<file path="src/rtl/snake_pkg.sv">
// Shared types for the snake game: modes, headings, relative turns.
package snake_pkg;

  typedef enum logic [1:0] {MENU, GAME, PAUSE, OVER} game_mode;
  typedef enum logic [1:0] {UP, RIGHT, DOWN, LEFT} direction;
  typedef enum logic {TURN_L, TURN_R} turn_t;

  localparam int unsigned STEP_CYCLES_DEFAULT = 25_000_000;

  // Relative turn; never yields a reversal.
  function automatic direction turn_dir(input direction d, input turn_t t);
    direction r;
    r = d;
    case (d)
      UP:      r = (t == TURN_L) ? LEFT  : RIGHT;
      DOWN:    r = (t == TURN_L) ? RIGHT : LEFT;
      LEFT:    r = (t == TURN_L) ? DOWN  : UP;
      RIGHT:   r = (t == TURN_L) ? UP    : DOWN;
      default: r = d;
    endcase
    return r;
  endfunction

endpackage

</file>
<file path="src/rtl/turn_fifo.sv">
// Circular buffer of turn commands; push and pop may share an edge, even when full.
module turn_fifo
  import snake_pkg::*;
#(
  parameter int unsigned DEPTH = 2
) (
  input  logic                       clk,
  input  logic                       rst,
  input  logic                       clr,
  input  logic                       push,
  input  turn_t                      din,
  input  logic                       pop,
  output turn_t                      dout,
  output logic [$clog2(DEPTH+1)-1:0] count,
  output logic                       full,
  output logic                       empty
);

  localparam int unsigned PtrW = (DEPTH > 1) ? $clog2(DEPTH) : 1;
  localparam int unsigned CntW = $clog2(DEPTH + 1);

  turn_t           mem_q [DEPTH];
  logic [PtrW-1:0] wr_ptr_q, rd_ptr_q;
  logic [CntW-1:0] count_q;
  logic            do_push, do_pop;

  function automatic logic [PtrW-1:0] ptr_next(input logic [PtrW-1:0] p);
    return (p == PtrW'(DEPTH - 1)) ? '0 : p + PtrW'(1);
  endfunction

  assign empty   = (count_q == '0);
  assign full    = (count_q == CntW'(DEPTH));
  assign do_pop  = pop && !empty;
  assign do_push = push && (!full || do_pop);
  assign dout    = mem_q[rd_ptr_q];
  assign count   = count_q;

  always_ff @(posedge clk) begin
    if (rst || clr) begin
      wr_ptr_q <= '0;
      rd_ptr_q <= '0;
      count_q  <= '0;
    end else begin
      if (do_push) wr_ptr_q <= ptr_next(wr_ptr_q);
      if (do_pop)  rd_ptr_q <= ptr_next(rd_ptr_q);
      if (do_push && !do_pop)      count_q <= count_q + CntW'(1);
      else if (do_pop && !do_push) count_q <= count_q - CntW'(1);
    end
  end

  always_ff @(posedge clk) begin
    if (do_push) mem_q[wr_ptr_q] <= din;
  end

endmodule

</file>
<file path="src/rtl/snake_step_ctrl.sv">
// Step scheduler: queues click turns, paces steps with a timer, hands heading
// to the board engine over req/ack.
module snake_step_ctrl
  import snake_pkg::*;
#(
  parameter int unsigned STEP_CYCLES = STEP_CYCLES_DEFAULT,
  parameter int unsigned QUEUE_DEPTH = 2
) (
  input  logic                             clk,
  input  logic                             rst,
  input  game_mode                         mode,
  input  logic                             left,
  input  logic                             right,
  input  logic                             step_ack,
  output direction                         dir,
  output logic                             step_req,
  output logic [$clog2(QUEUE_DEPTH+1)-1:0] queue_count,
  output logic                             drop
);

  localparam int unsigned TimerW = $clog2(STEP_CYCLES);
  localparam logic [TimerW-1:0] TimerLast = TimerW'(STEP_CYCLES - 1);

  typedef enum logic [1:0] {StIdle, StRun, StReq} state_e;

  state_e            state_q;
  logic [TimerW-1:0] timer_q;
  logic              left_q, right_q;
  logic              click_l, click_r, in_game;
  logic              push, pop, fifo_full, fifo_empty;
  turn_t             push_turn, head;

  // History tracks the buttons unconditionally so a held button never reads as a click.
  always_ff @(posedge clk) begin
    left_q  <= left;
    right_q <= right;
  end

  assign click_l   = left & ~left_q;
  assign click_r   = right & ~right_q;
  assign in_game   = (mode == GAME);
  assign push_turn = click_r ? TURN_R : TURN_L;
  assign push      = in_game && (state_q != StIdle) && (click_l ^ click_r);
  assign pop       = in_game && (state_q == StRun) && (timer_q == TimerLast) && !fifo_empty;

  turn_fifo #(
    .DEPTH (QUEUE_DEPTH)
  ) u_fifo (
    .clk   (clk),
    .rst   (rst),
    .clr   (!in_game),
    .push  (push),
    .din   (push_turn),
    .pop   (pop),
    .dout  (head),
    .count (queue_count),
    .full  (fifo_full),
    .empty (fifo_empty)
  );

  always_ff @(posedge clk) begin
    if (rst || !in_game) begin
      state_q  <= StIdle;
      timer_q  <= '0;
      dir      <= UP;
      step_req <= 1'b0;
      drop     <= 1'b0;
    end else begin
      drop <= push && fifo_full && !pop;
      unique case (state_q)
        StIdle: begin
          timer_q <= '0;
          state_q <= StRun;
        end
        StRun: begin
          if (timer_q == TimerLast) begin
            timer_q  <= '0;
            state_q  <= StReq;
            step_req <= 1'b1;
            if (pop) dir <= turn_dir(dir, head);
          end else begin
            timer_q <= timer_q + TimerW'(1);
          end
        end
        StReq: begin
          if (step_ack) begin
            step_req <= 1'b0;
            state_q  <= StRun;
          end
        end
        default: state_q <= StIdle;
      endcase
    end
  end

endmodule

</file>
<file path="config.mk">
export PLATFORM = sky130hd
export DESIGN_NAME = snake_step_ctrl
export DESIGN_NICKNAME = d
export VERILOG_FILES = /design/src/rtl/snake_pkg.sv /design/src/rtl/turn_fifo.sv /design/src/rtl/snake_step_ctrl.sv
export SDC_FILE = /design/constraint.sdc
export NUM_CORES = 1
export LEC_CHECK = 0
export ABC_CLOCK_PERIOD_IN_PS = 6200
export CORE_ASPECT_RATIO = 1.75
export CORE_MARGIN = 8
export CORE_UTILIZATION = 40
export DETAILED_ROUTE_END_ITERATION = 8
export GPL_ROUTABILITY_DRIVEN = 0
export GPL_TIMING_DRIVEN = 0
export PLACE_DENSITY_LB_ADDON = 0.05
export SETUP_SLACK_MARGIN = 0.2
export SYNTH_ARGS = -nofsm -noshare
export SYNTH_HDL_FRONTEND = slang
export SYNTH_SLANG_ARGS = --single-unit
export TNS_END_PERCENT = 100
</file>
<file path="constraint.sdc">
create_clock -name clk -period 6.2 [get_ports clk]
set_input_delay 1.24 -clock clk [delete_from_list [all_inputs] [get_ports clk]]
set_output_delay 1.24 -clock clk [all_outputs]
set_load 0.01 [all_outputs]
</file>
==> run metrics, run 1 <==
Mean Syn Cell Area=8.933 sq um; most frequent cell after synthesis=dfxtp_1; die footprint=8160 sq um; complex-gate fraction of the synthesized area=0.1820; XOR/XNOR Fraction of Synth Area=0.02813; number of distinct library cells after synthesis=59; main flop type after synthesis=dfxtp_1; FFs w/ async S/R, synth=0; Fin Hold WS=0.4711 ns; pre-CTS setup slack=2.811 ns; fin. max-slew vios=0; status=completed; number of max-cap violations=0; Cells after Synth=244; CTS buffer count=5; vias in the first global route=1,791; initial antenna violation count=0; max-slew headroom at the worst pin=0.5901; Max Freq=325.8 MHz; dpl hpwl=3.922 mm; clock sinks=40; Clock Latency Late Sink=0.29 ns; post-synthesis sequential area ratio=0.3766; Final Hold Viols=0; vias=1,865; Routed WL=5.200 mm; vias per cell=5.846; Synth Warn #=0; Cell Area, Synth=2180 sq um; RSZ-0062 raised after global routing=no; layout cell share with drive strength beyond 1=0.1364; chip height=113.7 um; Area Growth Syn to Fin=13.60%; CP Class=input port to register; worst setup margin=3.130 ns; Chip Width=71.80 um; Bufs on Longest Clock Path=2; Worst Path Max Fanout=4; largest area contributor in the synthesized netlist=dfxtp_1; initial DRC count=101; required time worst endpoint=6.42 ns; Setup Fix Bufs, Post-CTS=0; gr usage total=0.1333; VDD IR-drop max=0.1078 mV; CTS resizes=0; Setup TNS=0 ns; adder-cell share of the synthesized area=0.01148; post-synthesis mux area share=0.03674; top post-synthesis cells by count=dfxtp_1, a21oi_1, nand2_1; power per cell area=196.7 nW/um^2; CTS tree=built; number of synthesized flops with an enable pin=2; overall power=0.0004870 W; arrival time at the worst endpoint=3.29 ns; global-route wire length before repair=8.673 mm; Hold Buf Count CTS=0; number of cell rows=35; post-synthesis simple-gate area fraction=0.3226; port bufs=12; gr ovfl total=0; top-area cell type share of the netlist area=0.3490; Pre-antenna DRT Iters=4; FF+latch count, synth=40; largest family of logic cells by synthesized area=simple AND/OR/NAND/NOR gates; # DRC=0; initial core utilization=0.4148; minimum clock period=3.070 ns; slew of the pin with the lowest slew margin=0.6103 ns; hold crit path type=register to register; Worst setup SP type=input port; CTS root buffer=clkbuf_8; crit end category=register; n_diodes=0; CTS HTree Levels=2; Top-Level Pins=13; leakage=0.8455 nW; Final ANT Viol Nets=0; syn_nets=253; Nets=272; Avg WL per Cell=16.30 um; Setup Skew=0.005353 ns; core area=5255 sq um; filler instances=545; Reg clk slew, reported paths=0.07 ns; fin crit share=0.4951; largest net degree at the start of global routing=13; setup violators final=0; top cells by area, synth=dfxtp_1, a21oi_1, nor4_4
## sequential cells by signal, indices dropped and copies added, names as in the netlist, named ones only
register	cells
state_q	2
u_fifo.mem_q	2
step_req	1
u_fifo.count	2
right_q	1
u_fifo.wr_ptr_q	1
dir	2
timer_q	25
drop	1
left_q	1
u_fifo.rd_ptr_q	1
## cell type report
cell class	count	area, sq um	share of cell area
inverter	5	18.77	0.007580
tap	55	68.82	0.02779
multi-input combinational	186	1266	0.5114
buffer	13	73.82	0.02981
clock buffer	6	72.57	0.02931
clock inverter	2	35.03	0.01415
sequential	40	820.8	0.3315
timing repair buffer	12	120.1	0.04851
## report_power, final
group	switching, W	internal (W)	leakage (nW)
combinational	0.00000733	0.00000705	0.465
clock	0.0000925	0.000120	0.0552
sequential	0.000000884	0.000260	0.325
total	0.000101	0.000386	0.845
## metal layers
layer  up-vias  routed length, um  GRT usage
li1        938                  -          -
met1       900               2118     0.1366
met2        19               2852     0.2500
met3         8                106    0.02285
met4         0                123    0.06173
met5         -                  0          0
## placed cells by master (no fill, tap or decap), types with 5 or more instances in the layout
cell / instances
a31oi_1: 11
o21ai_0: 10
nand2_1: 21
nand2b_1: 6
nor2_1: 17
inv_1: 5
clkdlybuf4s50_1: 12
mux2i_1: 8
clkbuf_1: 5
clkbuf_8: 5
nand3_1: 13
nand4_1: 9
dfxtp_1: 38
a21oi_1: 21
## worst paths after layout
path / from / end / slack (ns) / cells past startpoint
worst max register to register: timer_q[0] / u_fifo.count[1] / 3.61 / 8
worst max-delay path: mode[1] / u_fifo.count[1] / 3.13 / 8
worst min-delay path: step_req / step_req / 0.47 / 2
worst min register to register: step_req / step_req / 0.47 / 2
## critical path: stages
cell and delay, ns:
clkdlybuf4s50_1 0.43, nand2b_1 0.18, nor2_1 0.20, and4_2 0.25, o21a_1 0.20, ha_1 0.29, or3_1 0.35, a21oi_1 0.14
## cell families (layout without fill, tap and decap cells)
group | after synthesis | in the layout
and+or+nand+nor | 110 | 110
muxes | 8 | 8
AOI/OAI and AO/OA | 59 | 59
buffers and inverters | 18 | 38
DFF | 40 | 40
adders and majority gates | 2 | 2
xor gates and xnor gates | 7 | 7
## through the flow
step,std cells,cell area (sq um),utilization
detailed placement,311,2369,0.4507
floorplan,244,2180,-
CTS,319,2476,0.4712
global placement,311,2369,0.4507
finish,319,2476,0.4712
global route,319,2476,0.4712
No activity file was read; power rests on OpenSTA's default activity.
==> run 2, diff against run 1 <==
--- a/config.mk
+++ b/config.mk
@@ -5,7 +5,7 @@
 export SDC_FILE = /design/constraint.sdc
 export NUM_CORES = 1
 export LEC_CHECK = 0
-export ABC_CLOCK_PERIOD_IN_PS = 6200
+export ABC_CLOCK_PERIOD_IN_PS = 2800
 export CORE_ASPECT_RATIO = 1.75
 export CORE_MARGIN = 8
 export CORE_UTILIZATION = 40
==> constraint.sdc (replaced) <==
create_clock -name clk -period 2.8 [get_ports clk]
set_input_delay 0.56 -clock clk [delete_from_list [all_inputs] [get_ports clk]]
set_output_delay 0.56 -clock clk [all_outputs]
set_load 0.01 [all_outputs]
==> run 2 against run 1 <==
- register-to-register slack lost 3.2 ns
- clock power up 120%
- clock-buffer cell count unchanged
- cell count grew 0.63%
- via count rose by 0.48%
- power increased by 120%
- first-iteration DRC count up 6.9%
- global-route usage is the same
==> run metrics, run 2 (same netlist as run 1, synthesis figures left out) <==
status=completed; n_diodes=0 (unchanged); initial core utilization=0.4148 (unchanged); CTS tree=built; most frequent cells in the layout=dfxtp_1, nand2_1, a21oi_1; combinational power share=0.029 (about the same); Reg clk slew, reported paths=0.08 ns (about the same); Area Growth Syn to Fin=14.47%; leakage=0.8538 nW (+0.98%); area of the multi-input gates=1269 sq um (+0.20%); Fin Hold WS=0.4711 ns (+0.00003700 ns); die footprint=8160 sq um (unchanged); clock group share of total power=0.436 (about the same); number of cell rows=35 (unchanged); net switching power=0.0002235 W (+120%); initial antenna violation count=0 (unchanged); Bufs on Longest Clock Path=2 (unchanged); slew of the pin with the lowest slew margin=0.6178 ns (+0.007481 ns); CTS HTree Levels=2 (unchanged); CTS buffer count=5 (unchanged); number of max-cap violations=0 (unchanged); Area after DPL=2369 sq um (unchanged); core area=5255 sq um (unchanged); clock sinks=40 (unchanged); crit end category=register; CP Class=register to register; filler instances=546 (+0.18%); power per cell area=432.5 nW/um^2 (+120%); Chip Width=71.80 um (unchanged); global-route wire length before repair=8.673 mm (unchanged); gr ovfl total=0 (unchanged); Routed WL=5.206 mm (+0.12%); initial DRC count=108 (+6.9%); Worst Path Max Fanout=7 (+3); commonest non-fill, non-tap cell in the layout=dfxtp_1; cell internal pwr=0.0008554 W (+120%); setup violators final=0 (unchanged); Final ANT Viol Nets=0 (unchanged); port bufs=12 (unchanged); Pre-antenna DRT Iters=4 (unchanged); chip height=113.7 um (unchanged); largest net degree at the start of global routing=13 (unchanged); Worst setup SP type=register; Setup Skew=0.005676 ns (+0.0003226 ns); max-slew headroom at the worst pin=0.5851 (-0.005025); Clock Latency Late Sink=0.29 ns (about the same); Final Hold Viols=0 (unchanged); fin crit share=0.8711; Top-Level Pins=13 (unchanged); arrival time at the worst endpoint=2.66 ns (-0.63 ns); vias=1,874 (+0.48%); max reg flops=25 (unchanged); vias per cell=5.838 (-0.14%); Largest Register=timer_q; minimum clock period=2.439 ns; Sequential Power Share=0.535 (about the same); Max Freq=410.0 MHz; Setup TNS=0 ns (unchanged); CTS root buffer=clkbuf_8; required time worst endpoint=3.03 ns (-3.39 ns); Sw Ratio=0.2072 (+0.0003768); Design Area, Final=2495 sq um (+0.76%); vias in the first global route=1,791 (unchanged); Reg area=822.0 sq um (+0.15%); gr usage total=0.1333 (unchanged); Hold Buf Count CTS=0 (unchanged); Avg WL per Cell=16.22 um (-0.51%); # DRC=0 (unchanged); dpl hpwl=3.922 mm (unchanged); layout cell share with drive strength beyond 1=0.1504 (+0.01401); fin. max-slew vios=0 (unchanged); RSZ-0062 raised after global routing=no; VDD IR-drop max=0.2403 mV (+120%); Nets=274 (+0.74%); hold crit path type=register to register
## run 2: cell types whose count changed in the layout (fill, tap and decap cells not counted)
| cell | change |
|---|---|
| dfxtp_2 | +1 |
| buf_4 | +2 |
| ha_2 | +1 |
| ha_1 | -1 |
| dfxtp_1 | -1 |
## run 2: repair_timing
item	in CTS	in global routing
hold endpoints to repair	0	0
gates resized for setup	0	2
setup endpoints to repair	1	1
pin swaps	1	1
setup buffers	0	2
## run 2: layout make-up
type / count / share of cell area
buffer: 13 / 0.02959
clock buffer: 6 / 0.02909
clock inverter: 2 / 0.01404
inverter: 5 / 0.007523
multi-input combinational: 186 / 0.5085
sequential: 40 / 0.3295
tap: 55 / 0.02758
timing repair buffer: 14 / 0.05416
## run 2: per-layer routing
layer	vias up	wire (um)	GRT usage
met5	-	0	0
met4	0	123	0.06173
met3	8	106	0.02285
met2	19	2873	0.2500
met1	908	2102	0.1366
li1	939	-	-
## run 2: stage by stage
step | setup WS (ns) | cells | power [W] | util
after floorplan | 0.4995 | 244 | 0.0006070 | -
after global placement | 0.1112 | 311 | 0.0006227 | 0.4507
after detailed placement | 0.09050 | 311 | 0.0006229 | 0.4507
after CTS | 0.2466 | 319 | 0.001094 | 0.4712
after global routing | 0.2055 | 321 | 0.001121 | 0.4748
final | 0.3610 | 321 | 0.001079 | 0.4748
## run 2: path summary, 6_finish.rpt
path / to / start / cells after the start / slack, ns
max: u_fifo.count[1] / timer_q[1] / 8 / 0.36
min: step_req / step_req / 2 / 0.47
max reg2reg: u_fifo.count[1] / timer_q[1] / 8 / 0.36
min reg2reg: step_req / step_req / 2 / 0.47
## run 2: critical path, stage by stage, from the launching register on
cell     delay, ns
dfxtp_1       0.41
ha_2          0.26
nand3_4       0.16
nor4_4        0.30
and4_2        0.26
o21a_1        0.20
ha_1          0.29
or3_1         0.35
a21oi_1       0.14
## run 2: power groups by stage
stage / registers [W] / logic (W) / clock network, W
after detailed placement: 0.000591 / 0.0000322 / 0
after global placement: 0.000591 / 0.0000321 / 0
after CTS: 0.000577 / 0.0000325 / 0.000485
final: 0.000577 / 0.0000318 / 0.000470
after global routing: 0.000578 / 0.0000356 / 0.000508
after floorplan: 0.000590 / 0.0000171 / 0
